File: src/rtl/rs_if.sv
`default_nettype none
// ============================================================================
// Module   : rs_if
// Brief    : Dispatch, CDB and issue bundle for the ALU reservation station.
// Revision : 1.0 - initial release
// ============================================================================
interface rs_if #(
    parameter int DATA_WIDTH = 32,
    parameter int ADDR_WIDTH = 32,
    parameter int ROB_WIDTH  = 4,
    parameter int OP_WIDTH   = 6
) ();
    logic                  dispatch_valid;
    logic [OP_WIDTH-1:0]   dispatch_op;
    logic [DATA_WIDTH-1:0] dispatch_vj;
    logic [DATA_WIDTH-1:0] dispatch_vk;
    logic                  dispatch_qj_busy;
    logic                  dispatch_qk_busy;
    logic [ROB_WIDTH-1:0]  dispatch_qj;
    logic [ROB_WIDTH-1:0]  dispatch_qk;
    logic [DATA_WIDTH-1:0] dispatch_imm;
    logic [ADDR_WIDTH-1:0] dispatch_PC;
    logic [ROB_WIDTH-1:0]  dispatch_rob_index;
    logic                  rs_full;

    logic                  alu_ready;
    logic [DATA_WIDTH-1:0] alu_result;
    logic [ROB_WIDTH-1:0]  alu_rob_index;
    logic                  lsb_ready;
    logic [DATA_WIDTH-1:0] lsb_result;
    logic [ROB_WIDTH-1:0]  lsb_rob_index;

    logic                  rs_to_alu_ready;
    logic [OP_WIDTH-1:0]   rs_to_alu_op;
    logic [DATA_WIDTH-1:0] rs_to_alu_rs1;
    logic [DATA_WIDTH-1:0] rs_to_alu_rs2;
    logic [DATA_WIDTH-1:0] rs_to_alu_imm;
    logic [ADDR_WIDTH-1:0] rs_to_alu_PC;
    logic [ROB_WIDTH-1:0]  rs_to_alu_rob_index;

    modport master (
        output dispatch_valid, dispatch_op, dispatch_vj, dispatch_vk,
               dispatch_qj_busy, dispatch_qk_busy, dispatch_qj, dispatch_qk,
               dispatch_imm, dispatch_PC, dispatch_rob_index,
               alu_ready, alu_result, alu_rob_index,
               lsb_ready, lsb_result, lsb_rob_index,
        input  rs_full, rs_to_alu_ready, rs_to_alu_op, rs_to_alu_rs1,
               rs_to_alu_rs2, rs_to_alu_imm, rs_to_alu_PC, rs_to_alu_rob_index
    );

    modport slave (
        input  dispatch_valid, dispatch_op, dispatch_vj, dispatch_vk,
               dispatch_qj_busy, dispatch_qk_busy, dispatch_qj, dispatch_qk,
               dispatch_imm, dispatch_PC, dispatch_rob_index,
               alu_ready, alu_result, alu_rob_index,
               lsb_ready, lsb_result, lsb_rob_index,
        output rs_full, rs_to_alu_ready, rs_to_alu_op, rs_to_alu_rs1,
               rs_to_alu_rs2, rs_to_alu_imm, rs_to_alu_PC, rs_to_alu_rob_index
    );
endinterface
`default_nettype wire

File: src/rtl/rs.sv
`default_nettype none
// ============================================================================
// Module   : rs
// Brief    : ALU reservation station; buffers instructions until operands are
//            captured from the CDB and issues one ready entry per cycle.
// Revision : 1.0 - initial release
// ============================================================================
module rs #(
    parameter int RS_SIZE    = 16,
    parameter int RS_WIDTH   = 4,
    parameter int DATA_WIDTH = 32,
    parameter int ADDR_WIDTH = 32,
    parameter int ROB_WIDTH  = 4,
    parameter int OP_WIDTH   = 6
) (
    input  logic clk_in,
    input  logic rst_in,
    input  logic rdy_in,
    input  logic clr_in,
    rs_if.slave  bus
);
    logic [RS_SIZE-1:0]    r_busy;
    logic [RS_SIZE-1:0]    r_qj_busy;
    logic [RS_SIZE-1:0]    r_qk_busy;
    logic [OP_WIDTH-1:0]   r_op  [RS_SIZE];
    logic [DATA_WIDTH-1:0] r_vj  [RS_SIZE];
    logic [DATA_WIDTH-1:0] r_vk  [RS_SIZE];
    logic [ROB_WIDTH-1:0]  r_qj  [RS_SIZE];
    logic [ROB_WIDTH-1:0]  r_qk  [RS_SIZE];
    logic [DATA_WIDTH-1:0] r_imm [RS_SIZE];
    logic [ADDR_WIDTH-1:0] r_pc  [RS_SIZE];
    logic [ROB_WIDTH-1:0]  r_rob [RS_SIZE];

    logic                  r_out_ready;
    logic [OP_WIDTH-1:0]   r_out_op;
    logic [DATA_WIDTH-1:0] r_out_rs1;
    logic [DATA_WIDTH-1:0] r_out_rs2;
    logic [DATA_WIDTH-1:0] r_out_imm;
    logic [ADDR_WIDTH-1:0] r_out_pc;
    logic [ROB_WIDTH-1:0]  r_out_rob;

    logic [RS_SIZE-1:0]    w_ready_vec;
    logic                  w_full;
    logic                  w_free_found;
    logic [RS_WIDTH-1:0]   w_free_idx;
    logic                  w_issue_found;
    logic [RS_WIDTH-1:0]   w_issue_idx;
    logic [DATA_WIDTH-1:0] w_disp_vj;
    logic [DATA_WIDTH-1:0] w_disp_vk;
    logic                  w_disp_qj_busy;
    logic                  w_disp_qk_busy;

    assign w_ready_vec = r_busy & ~r_qj_busy & ~r_qk_busy;
    assign w_full      = &r_busy;

    // Descending scan so the last hit, i.e. the lowest index, wins.
    always_comb begin
        w_free_found  = 1'b0;
        w_free_idx    = '0;
        w_issue_found = 1'b0;
        w_issue_idx   = '0;
        for (int i = RS_SIZE - 1; i >= 0; i--) begin
            if (!r_busy[i]) begin
                w_free_found = 1'b1;
                w_free_idx   = RS_WIDTH'(i);
            end
            if (w_ready_vec[i]) begin
                w_issue_found = 1'b1;
                w_issue_idx   = RS_WIDTH'(i);
            end
        end
    end

    // Capture a same-cycle CDB result for a pending operand at dispatch.
    always_comb begin
        w_disp_vj      = bus.dispatch_vj;
        w_disp_qj_busy = bus.dispatch_qj_busy;
        w_disp_vk      = bus.dispatch_vk;
        w_disp_qk_busy = bus.dispatch_qk_busy;
        if (bus.dispatch_qj_busy) begin
            if (bus.alu_ready && bus.dispatch_qj == bus.alu_rob_index) begin
                w_disp_vj      = bus.alu_result;
                w_disp_qj_busy = 1'b0;
            end else if (bus.lsb_ready && bus.dispatch_qj == bus.lsb_rob_index) begin
                w_disp_vj      = bus.lsb_result;
                w_disp_qj_busy = 1'b0;
            end
        end
        if (bus.dispatch_qk_busy) begin
            if (bus.alu_ready && bus.dispatch_qk == bus.alu_rob_index) begin
                w_disp_vk      = bus.alu_result;
                w_disp_qk_busy = 1'b0;
            end else if (bus.lsb_ready && bus.dispatch_qk == bus.lsb_rob_index) begin
                w_disp_vk      = bus.lsb_result;
                w_disp_qk_busy = 1'b0;
            end
        end
    end

    always_ff @(posedge clk_in) begin
        if (rst_in || clr_in) begin
            r_busy      <= '0;
            r_out_ready <= 1'b0;
            r_out_op    <= '0;
            r_out_rs1   <= '0;
            r_out_rs2   <= '0;
            r_out_imm   <= '0;
            r_out_pc    <= '0;
            r_out_rob   <= '0;
        end else if (rdy_in) begin
            r_out_ready <= 1'b0;

            for (int i = 0; i < RS_SIZE; i++) begin
                if (r_busy[i] && r_qj_busy[i]) begin
                    if (bus.alu_ready && r_qj[i] == bus.alu_rob_index) begin
                        r_vj[i]      <= bus.alu_result;
                        r_qj_busy[i] <= 1'b0;
                    end else if (bus.lsb_ready && r_qj[i] == bus.lsb_rob_index) begin
                        r_vj[i]      <= bus.lsb_result;
                        r_qj_busy[i] <= 1'b0;
                    end
                end
                if (r_busy[i] && r_qk_busy[i]) begin
                    if (bus.alu_ready && r_qk[i] == bus.alu_rob_index) begin
                        r_vk[i]      <= bus.alu_result;
                        r_qk_busy[i] <= 1'b0;
                    end else if (bus.lsb_ready && r_qk[i] == bus.lsb_rob_index) begin
                        r_vk[i]      <= bus.lsb_result;
                        r_qk_busy[i] <= 1'b0;
                    end
                end
            end

            if (w_issue_found) begin
                r_busy[w_issue_idx] <= 1'b0;
                r_out_ready         <= 1'b1;
                r_out_op            <= r_op[w_issue_idx];
                r_out_rs1           <= r_vj[w_issue_idx];
                r_out_rs2           <= r_vk[w_issue_idx];
                r_out_imm           <= r_imm[w_issue_idx];
                r_out_pc            <= r_pc[w_issue_idx];
                r_out_rob           <= r_rob[w_issue_idx];
            end

            // The free slot is never the issuing slot, so both writes coexist.
            if (bus.dispatch_valid && w_free_found) begin
                r_busy[w_free_idx]    <= 1'b1;
                r_op[w_free_idx]      <= bus.dispatch_op;
                r_vj[w_free_idx]      <= w_disp_vj;
                r_vk[w_free_idx]      <= w_disp_vk;
                r_qj_busy[w_free_idx] <= w_disp_qj_busy;
                r_qk_busy[w_free_idx] <= w_disp_qk_busy;
                r_qj[w_free_idx]      <= bus.dispatch_qj;
                r_qk[w_free_idx]      <= bus.dispatch_qk;
                r_imm[w_free_idx]     <= bus.dispatch_imm;
                r_pc[w_free_idx]      <= bus.dispatch_PC;
                r_rob[w_free_idx]     <= bus.dispatch_rob_index;
            end
        end
    end

    assign bus.rs_full             = w_full;
    assign bus.rs_to_alu_ready     = r_out_ready;
    assign bus.rs_to_alu_op        = r_out_op;
    assign bus.rs_to_alu_rs1       = r_out_rs1;
    assign bus.rs_to_alu_rs2       = r_out_rs2;
    assign bus.rs_to_alu_imm       = r_out_imm;
    assign bus.rs_to_alu_PC        = r_out_pc;
    assign bus.rs_to_alu_rob_index = r_out_rob;

endmodule
`default_nettype wire

File: src/flat_wrapper.sv
// flat-port wrapper written by rule: the top's interface ports become plain ports
module rs_flat 
#(
    parameter int RS_SIZE    = 16,
    parameter int RS_WIDTH   = 4,
    parameter int DATA_WIDTH = 32,
    parameter int ADDR_WIDTH = 32,
    parameter int ROB_WIDTH  = 4,
    parameter int OP_WIDTH   = 6
)
  (clk_in, rst_in, rdy_in, clr_in, bus_dispatch_valid, bus_dispatch_op, bus_dispatch_vj, bus_dispatch_vk, bus_dispatch_qj_busy, bus_dispatch_qk_busy, bus_dispatch_qj, bus_dispatch_qk, bus_dispatch_imm, bus_dispatch_PC, bus_dispatch_rob_index, bus_alu_ready, bus_alu_result, bus_alu_rob_index, bus_lsb_ready, bus_lsb_result, bus_lsb_rob_index, bus_rs_full, bus_rs_to_alu_ready, bus_rs_to_alu_op, bus_rs_to_alu_rs1, bus_rs_to_alu_rs2, bus_rs_to_alu_imm, bus_rs_to_alu_PC, bus_rs_to_alu_rob_index);
  rs_if #(.DATA_WIDTH(DATA_WIDTH), .ADDR_WIDTH(ADDR_WIDTH), .ROB_WIDTH(ROB_WIDTH), .OP_WIDTH(OP_WIDTH)) bus_i ();
  input  logic clk_in;
  input  logic rst_in;
  input  logic rdy_in;
  input  logic clr_in;
  input wire logic [$bits(bus_i.dispatch_valid)-1:0] bus_dispatch_valid;
  input wire logic [$bits(bus_i.dispatch_op)-1:0] bus_dispatch_op;
  input wire logic [$bits(bus_i.dispatch_vj)-1:0] bus_dispatch_vj;
  input wire logic [$bits(bus_i.dispatch_vk)-1:0] bus_dispatch_vk;
  input wire logic [$bits(bus_i.dispatch_qj_busy)-1:0] bus_dispatch_qj_busy;
  input wire logic [$bits(bus_i.dispatch_qk_busy)-1:0] bus_dispatch_qk_busy;
  input wire logic [$bits(bus_i.dispatch_qj)-1:0] bus_dispatch_qj;
  input wire logic [$bits(bus_i.dispatch_qk)-1:0] bus_dispatch_qk;
  input wire logic [$bits(bus_i.dispatch_imm)-1:0] bus_dispatch_imm;
  input wire logic [$bits(bus_i.dispatch_PC)-1:0] bus_dispatch_PC;
  input wire logic [$bits(bus_i.dispatch_rob_index)-1:0] bus_dispatch_rob_index;
  input wire logic [$bits(bus_i.alu_ready)-1:0] bus_alu_ready;
  input wire logic [$bits(bus_i.alu_result)-1:0] bus_alu_result;
  input wire logic [$bits(bus_i.alu_rob_index)-1:0] bus_alu_rob_index;
  input wire logic [$bits(bus_i.lsb_ready)-1:0] bus_lsb_ready;
  input wire logic [$bits(bus_i.lsb_result)-1:0] bus_lsb_result;
  input wire logic [$bits(bus_i.lsb_rob_index)-1:0] bus_lsb_rob_index;
  output wire logic [$bits(bus_i.rs_full)-1:0] bus_rs_full;
  output wire logic [$bits(bus_i.rs_to_alu_ready)-1:0] bus_rs_to_alu_ready;
  output wire logic [$bits(bus_i.rs_to_alu_op)-1:0] bus_rs_to_alu_op;
  output wire logic [$bits(bus_i.rs_to_alu_rs1)-1:0] bus_rs_to_alu_rs1;
  output wire logic [$bits(bus_i.rs_to_alu_rs2)-1:0] bus_rs_to_alu_rs2;
  output wire logic [$bits(bus_i.rs_to_alu_imm)-1:0] bus_rs_to_alu_imm;
  output wire logic [$bits(bus_i.rs_to_alu_PC)-1:0] bus_rs_to_alu_PC;
  output wire logic [$bits(bus_i.rs_to_alu_rob_index)-1:0] bus_rs_to_alu_rob_index;
  assign bus_i.dispatch_valid = bus_dispatch_valid;
  assign bus_i.dispatch_op = bus_dispatch_op;
  assign bus_i.dispatch_vj = bus_dispatch_vj;
  assign bus_i.dispatch_vk = bus_dispatch_vk;
  assign bus_i.dispatch_qj_busy = bus_dispatch_qj_busy;
  assign bus_i.dispatch_qk_busy = bus_dispatch_qk_busy;
  assign bus_i.dispatch_qj = bus_dispatch_qj;
  assign bus_i.dispatch_qk = bus_dispatch_qk;
  assign bus_i.dispatch_imm = bus_dispatch_imm;
  assign bus_i.dispatch_PC = bus_dispatch_PC;
  assign bus_i.dispatch_rob_index = bus_dispatch_rob_index;
  assign bus_i.alu_ready = bus_alu_ready;
  assign bus_i.alu_result = bus_alu_result;
  assign bus_i.alu_rob_index = bus_alu_rob_index;
  assign bus_i.lsb_ready = bus_lsb_ready;
  assign bus_i.lsb_result = bus_lsb_result;
  assign bus_i.lsb_rob_index = bus_lsb_rob_index;
  assign bus_rs_full = bus_i.rs_full;
  assign bus_rs_to_alu_ready = bus_i.rs_to_alu_ready;
  assign bus_rs_to_alu_op = bus_i.rs_to_alu_op;
  assign bus_rs_to_alu_rs1 = bus_i.rs_to_alu_rs1;
  assign bus_rs_to_alu_rs2 = bus_i.rs_to_alu_rs2;
  assign bus_rs_to_alu_imm = bus_i.rs_to_alu_imm;
  assign bus_rs_to_alu_PC = bus_i.rs_to_alu_PC;
  assign bus_rs_to_alu_rob_index = bus_i.rs_to_alu_rob_index;
  rs #(.RS_SIZE(RS_SIZE), .RS_WIDTH(RS_WIDTH), .DATA_WIDTH(DATA_WIDTH), .ADDR_WIDTH(ADDR_WIDTH), .ROB_WIDTH(ROB_WIDTH), .OP_WIDTH(OP_WIDTH)) u_core (.clk_in(clk_in), .rst_in(rst_in), .rdy_in(rdy_in), .clr_in(clr_in), .bus(bus_i));
endmodule
File: config.mk
export PLATFORM = sky130hd
export DESIGN_NAME = rs_flat
export DESIGN_NICKNAME = d
export VERILOG_FILES = /design/src/rtl/rs_if.sv /design/src/rtl/rs.sv /design/src/flat_wrapper.sv
export SDC_FILE = /design/constraint.sdc
export NUM_CORES = 2
export LEC_CHECK = 0
export CAP_MARGIN = 10
export CORE_MARGIN = 10
export CORE_UTILIZATION = 35
export CTS_CLUSTER_SIZE = 8
export DETAILED_ROUTE_END_ITERATION = 8
export PLACE_DENSITY_LB_ADDON = 0.1
export SETUP_SLACK_MARGIN = 0.05
export SYNTH_ARGS = -nofsm -noshare
export SYNTH_HDL_FRONTEND = slang
export SYNTH_SLANG_ARGS = --single-unit
File: constraint.sdc
create_clock -name clk_in -period 6.85 [get_ports clk_in]
set_input_delay 0.685 -clock clk_in [delete_from_list [all_inputs] [get_ports clk_in]]
set_output_delay 0.685 -clock clk_in [all_outputs]
set_load 0.01 [all_outputs]
==> out/qor.yml <==
run_status: "completed"
setup_viol: 0
grt_usage_pct: 29.64
clock_latency_ns: 0.97
p_leak_nw: 53.23
start_util_pct: 35.16
ys_types: 79
hold_viol: 0
drive_above_1_share_pct: 9.335
syn_area_um2: 122800
hpwlAfterDp_um: 315700
cts_hold_buf: 0
syn_area_per_cell_um2: 12.22
grt_pass1_wl_um: 782500
drt-initial-drc-count: 12953
die_area_um2: 375100
crit_arrival_ns: 6.15
ys_async_sr_fraction_pct: 0
drcViolationCount: 0
synth_edf_count: 2368
cts_root_buf: "clkbuf_16"
min_path_type: "flop to flop"
vias_per_cell: 6.276
vias: 93922
max-cap-violations: 0
dp_cells: 14331
design_area_um2: 142800
layout_common_cells: "2368 x edfxtp_1, 1743 x mux2i_1, 1228 x nand2_1, 758 x o21ai_0, 560 x a21oi_1"
fp.dieH_um: 612.4
cts_resized: 0
ys_warn_count: 0
grt_overflow: 0
syn2layout_area_growth_pct: 16.25
path_max_fanout: 100
max_slew_margin_pct: 2.145
gp_congestion: 0.8466
reg2reg_slack_ns: 1.50
critPathMaxStageDelay_ns: 0.82
cts_setup_buffers: 0
core_um2: 349400
dieWidth_um: 612.4
htree_num_levels: 5
grt_pass1_vias: 91425
drt_first_pass_iters: 8
cp-start-kind: "flop"
crit_path_top_delay_cell: "buf_4"
clk_pin_slew_ns: 0.06
cts_tree: "yes"
nNetsFinal: 10317
yosysTopAreaCell: "edfxtp_1"
path_class: "flop to flop"
layout_commonest_cell: "edfxtp_1"
worstMarginPinSlew_ns: 1.465
timing.fmax_mhz: 186.8
ys_seq_area_share_pct: 60.41
p_per_area_nw_per_um2: 248.4
hold_slack_ns: 0.4914
io_pins: 367
portBuffers: 366
fill_cells: 32825
maxSlewViolCount: 0
ir_worst_vdd_uv: 209.7
cts_buffers: 356
clock-sinks: 2523
wl_per_cell_um: 38.85
synth_fp_nets: 10276
synthCells: 10049
rsz0062_at_grt: "false"
fin_tns_setup_ns: 0
path_cells: "nor3b_1 -> or2_4 -> buf_12 -> nor2_1 -> a21boi_4 -> buf_4 -> o21ai_0 -> nor4_1 -> a21oi_1"
crit_required_ns: 7.65
dpl-instance-area_um2: 132400
ys.flop_type: "edfxtp_1"
min_period_ns: 5.354
fin_crit_sh_pct: 78.15
antenna_found_initial: 42
clock_skew_ns: 0.05807
ys_seq_elements: 2523
final_util_pct: 40.87
critPathCaptureType: "flop"
synthTopCellsByArea: "edfxtp_1 58%, mux2i_1 14%, nand2_1 3.8%"
critical-path-top-delay-family: "simple AND/OR/NAND/NOR gates"
drt_wl_total_um: 581400
antenna_left: 0
rows: 217
ctsLongestPathBuffers: 4
finalNonFillerCells: 14966
yosys.area.top_type_share_pct: 57.88
path_buf_inv: 2
grt_max_degree: 139
report_power, final:
group / internal (W) / switching (W)
clock: 0.00990 / 0.00711
combinational: 0.000486 / 0.00106
sequential: 0.0169 / 0.0000164
flip-flops by register name, summed over array words and instances, names as in the netlist, 32 cells and up:
signal	cells
u_core.bus.rs_to_alu_rs2	32
u_core.bus.rs_to_alu_imm	32
u_core.r_op	96
u_core.r_vk	512
u_core.bus.rs_to_alu_PC	32
u_core.r_qk	64
u_core.r_rob	64
u_core.r_pc	512
u_core.r_imm	512
u_core.r_vj	512
u_core.bus.rs_to_alu_rs1	32
u_core.r_qj	64
synthesized netlist by cell type (67+ instances only):
library cell and n:
o22ai_1 140, o21ai_1 88, edfxtp_1 2368, clkbuf_1 577, nor2_1 178, nand3_1 400
xnor2_1 67, dfxtp_1 155, a31oi_1 118, buf_1 177, mux2i_1 1743, xor2_1 202
a22o_1 100, buf_2 228, nand2_1 1244, nor4_1 110, a21oi_1 593, o21ai_0 759
logic make-up after synthesis:
logic type | after synthesis | share of synthesized area, %
AOI/OAI and AO/OA | 2276 | 11.35
and+or+nand+nor | 2122 | 7.531
buffers and inverters | 1071 | 3.764
muxes | 1788 | 15.03
xor gates and xnor gates | 269 | 1.918
DFF | 2523 | 60.41
layout make-up:
type	instances	area [µm²]	share of cell area, %
sequential	2523	74210	51.96
multi-input combinational	6455	45180	31.64
clock buffer	590	9923	6.949
timing repair buffer	721	7082	4.959
tap	4599	5754	4.029
clock inverter	26	464.2	0.3250
inverter	33	143.9	0.1008
antenna	19	47.55	0.03329
final timing paths:
path	start	endpoint	cells after the start
setup / recovery	u_core.r_busy[0]	u_core.bus.rs_to_alu_PC[14]	9
hold / removal	u_core.r_rob[10][0]	u_core.bus.rs_to_alu_rob_index[0]	2
setup reg to reg	u_core.r_busy[0]	u_core.bus.rs_to_alu_PC[14]	9
hold reg to reg	u_core.r_rob[10][0]	u_core.bus.rs_to_alu_rob_index[0]	2
metal layers:
metal	vias to the layer above	share of wire (%)	track usage (%)
li1	38140	-	-
met5	-	0.019	0
met3	1631	8.8	5.584
met4	14	6.5	15.74
met2	5783	45	47.20
met1	48354	39	38.39
per-stage QoR:
step | setup slack (ns) | power (W)
floorplan | 1.085 | 0.01804
CTS | 1.648 | 0.03560
global placement | 1.673 | 0.01869
global route | 1.444 | 0.03631
finish | 1.496 | 0.03547
detailed placement | 1.652 | 0.01873
tightest hold or removal path, cell delays in order, from the launching register on:
cell and delay, ns:
edfxtp_1 0.33, nand2_1 0.05, a31oi_1 0.11
Power figures use the tool's default switching activity.
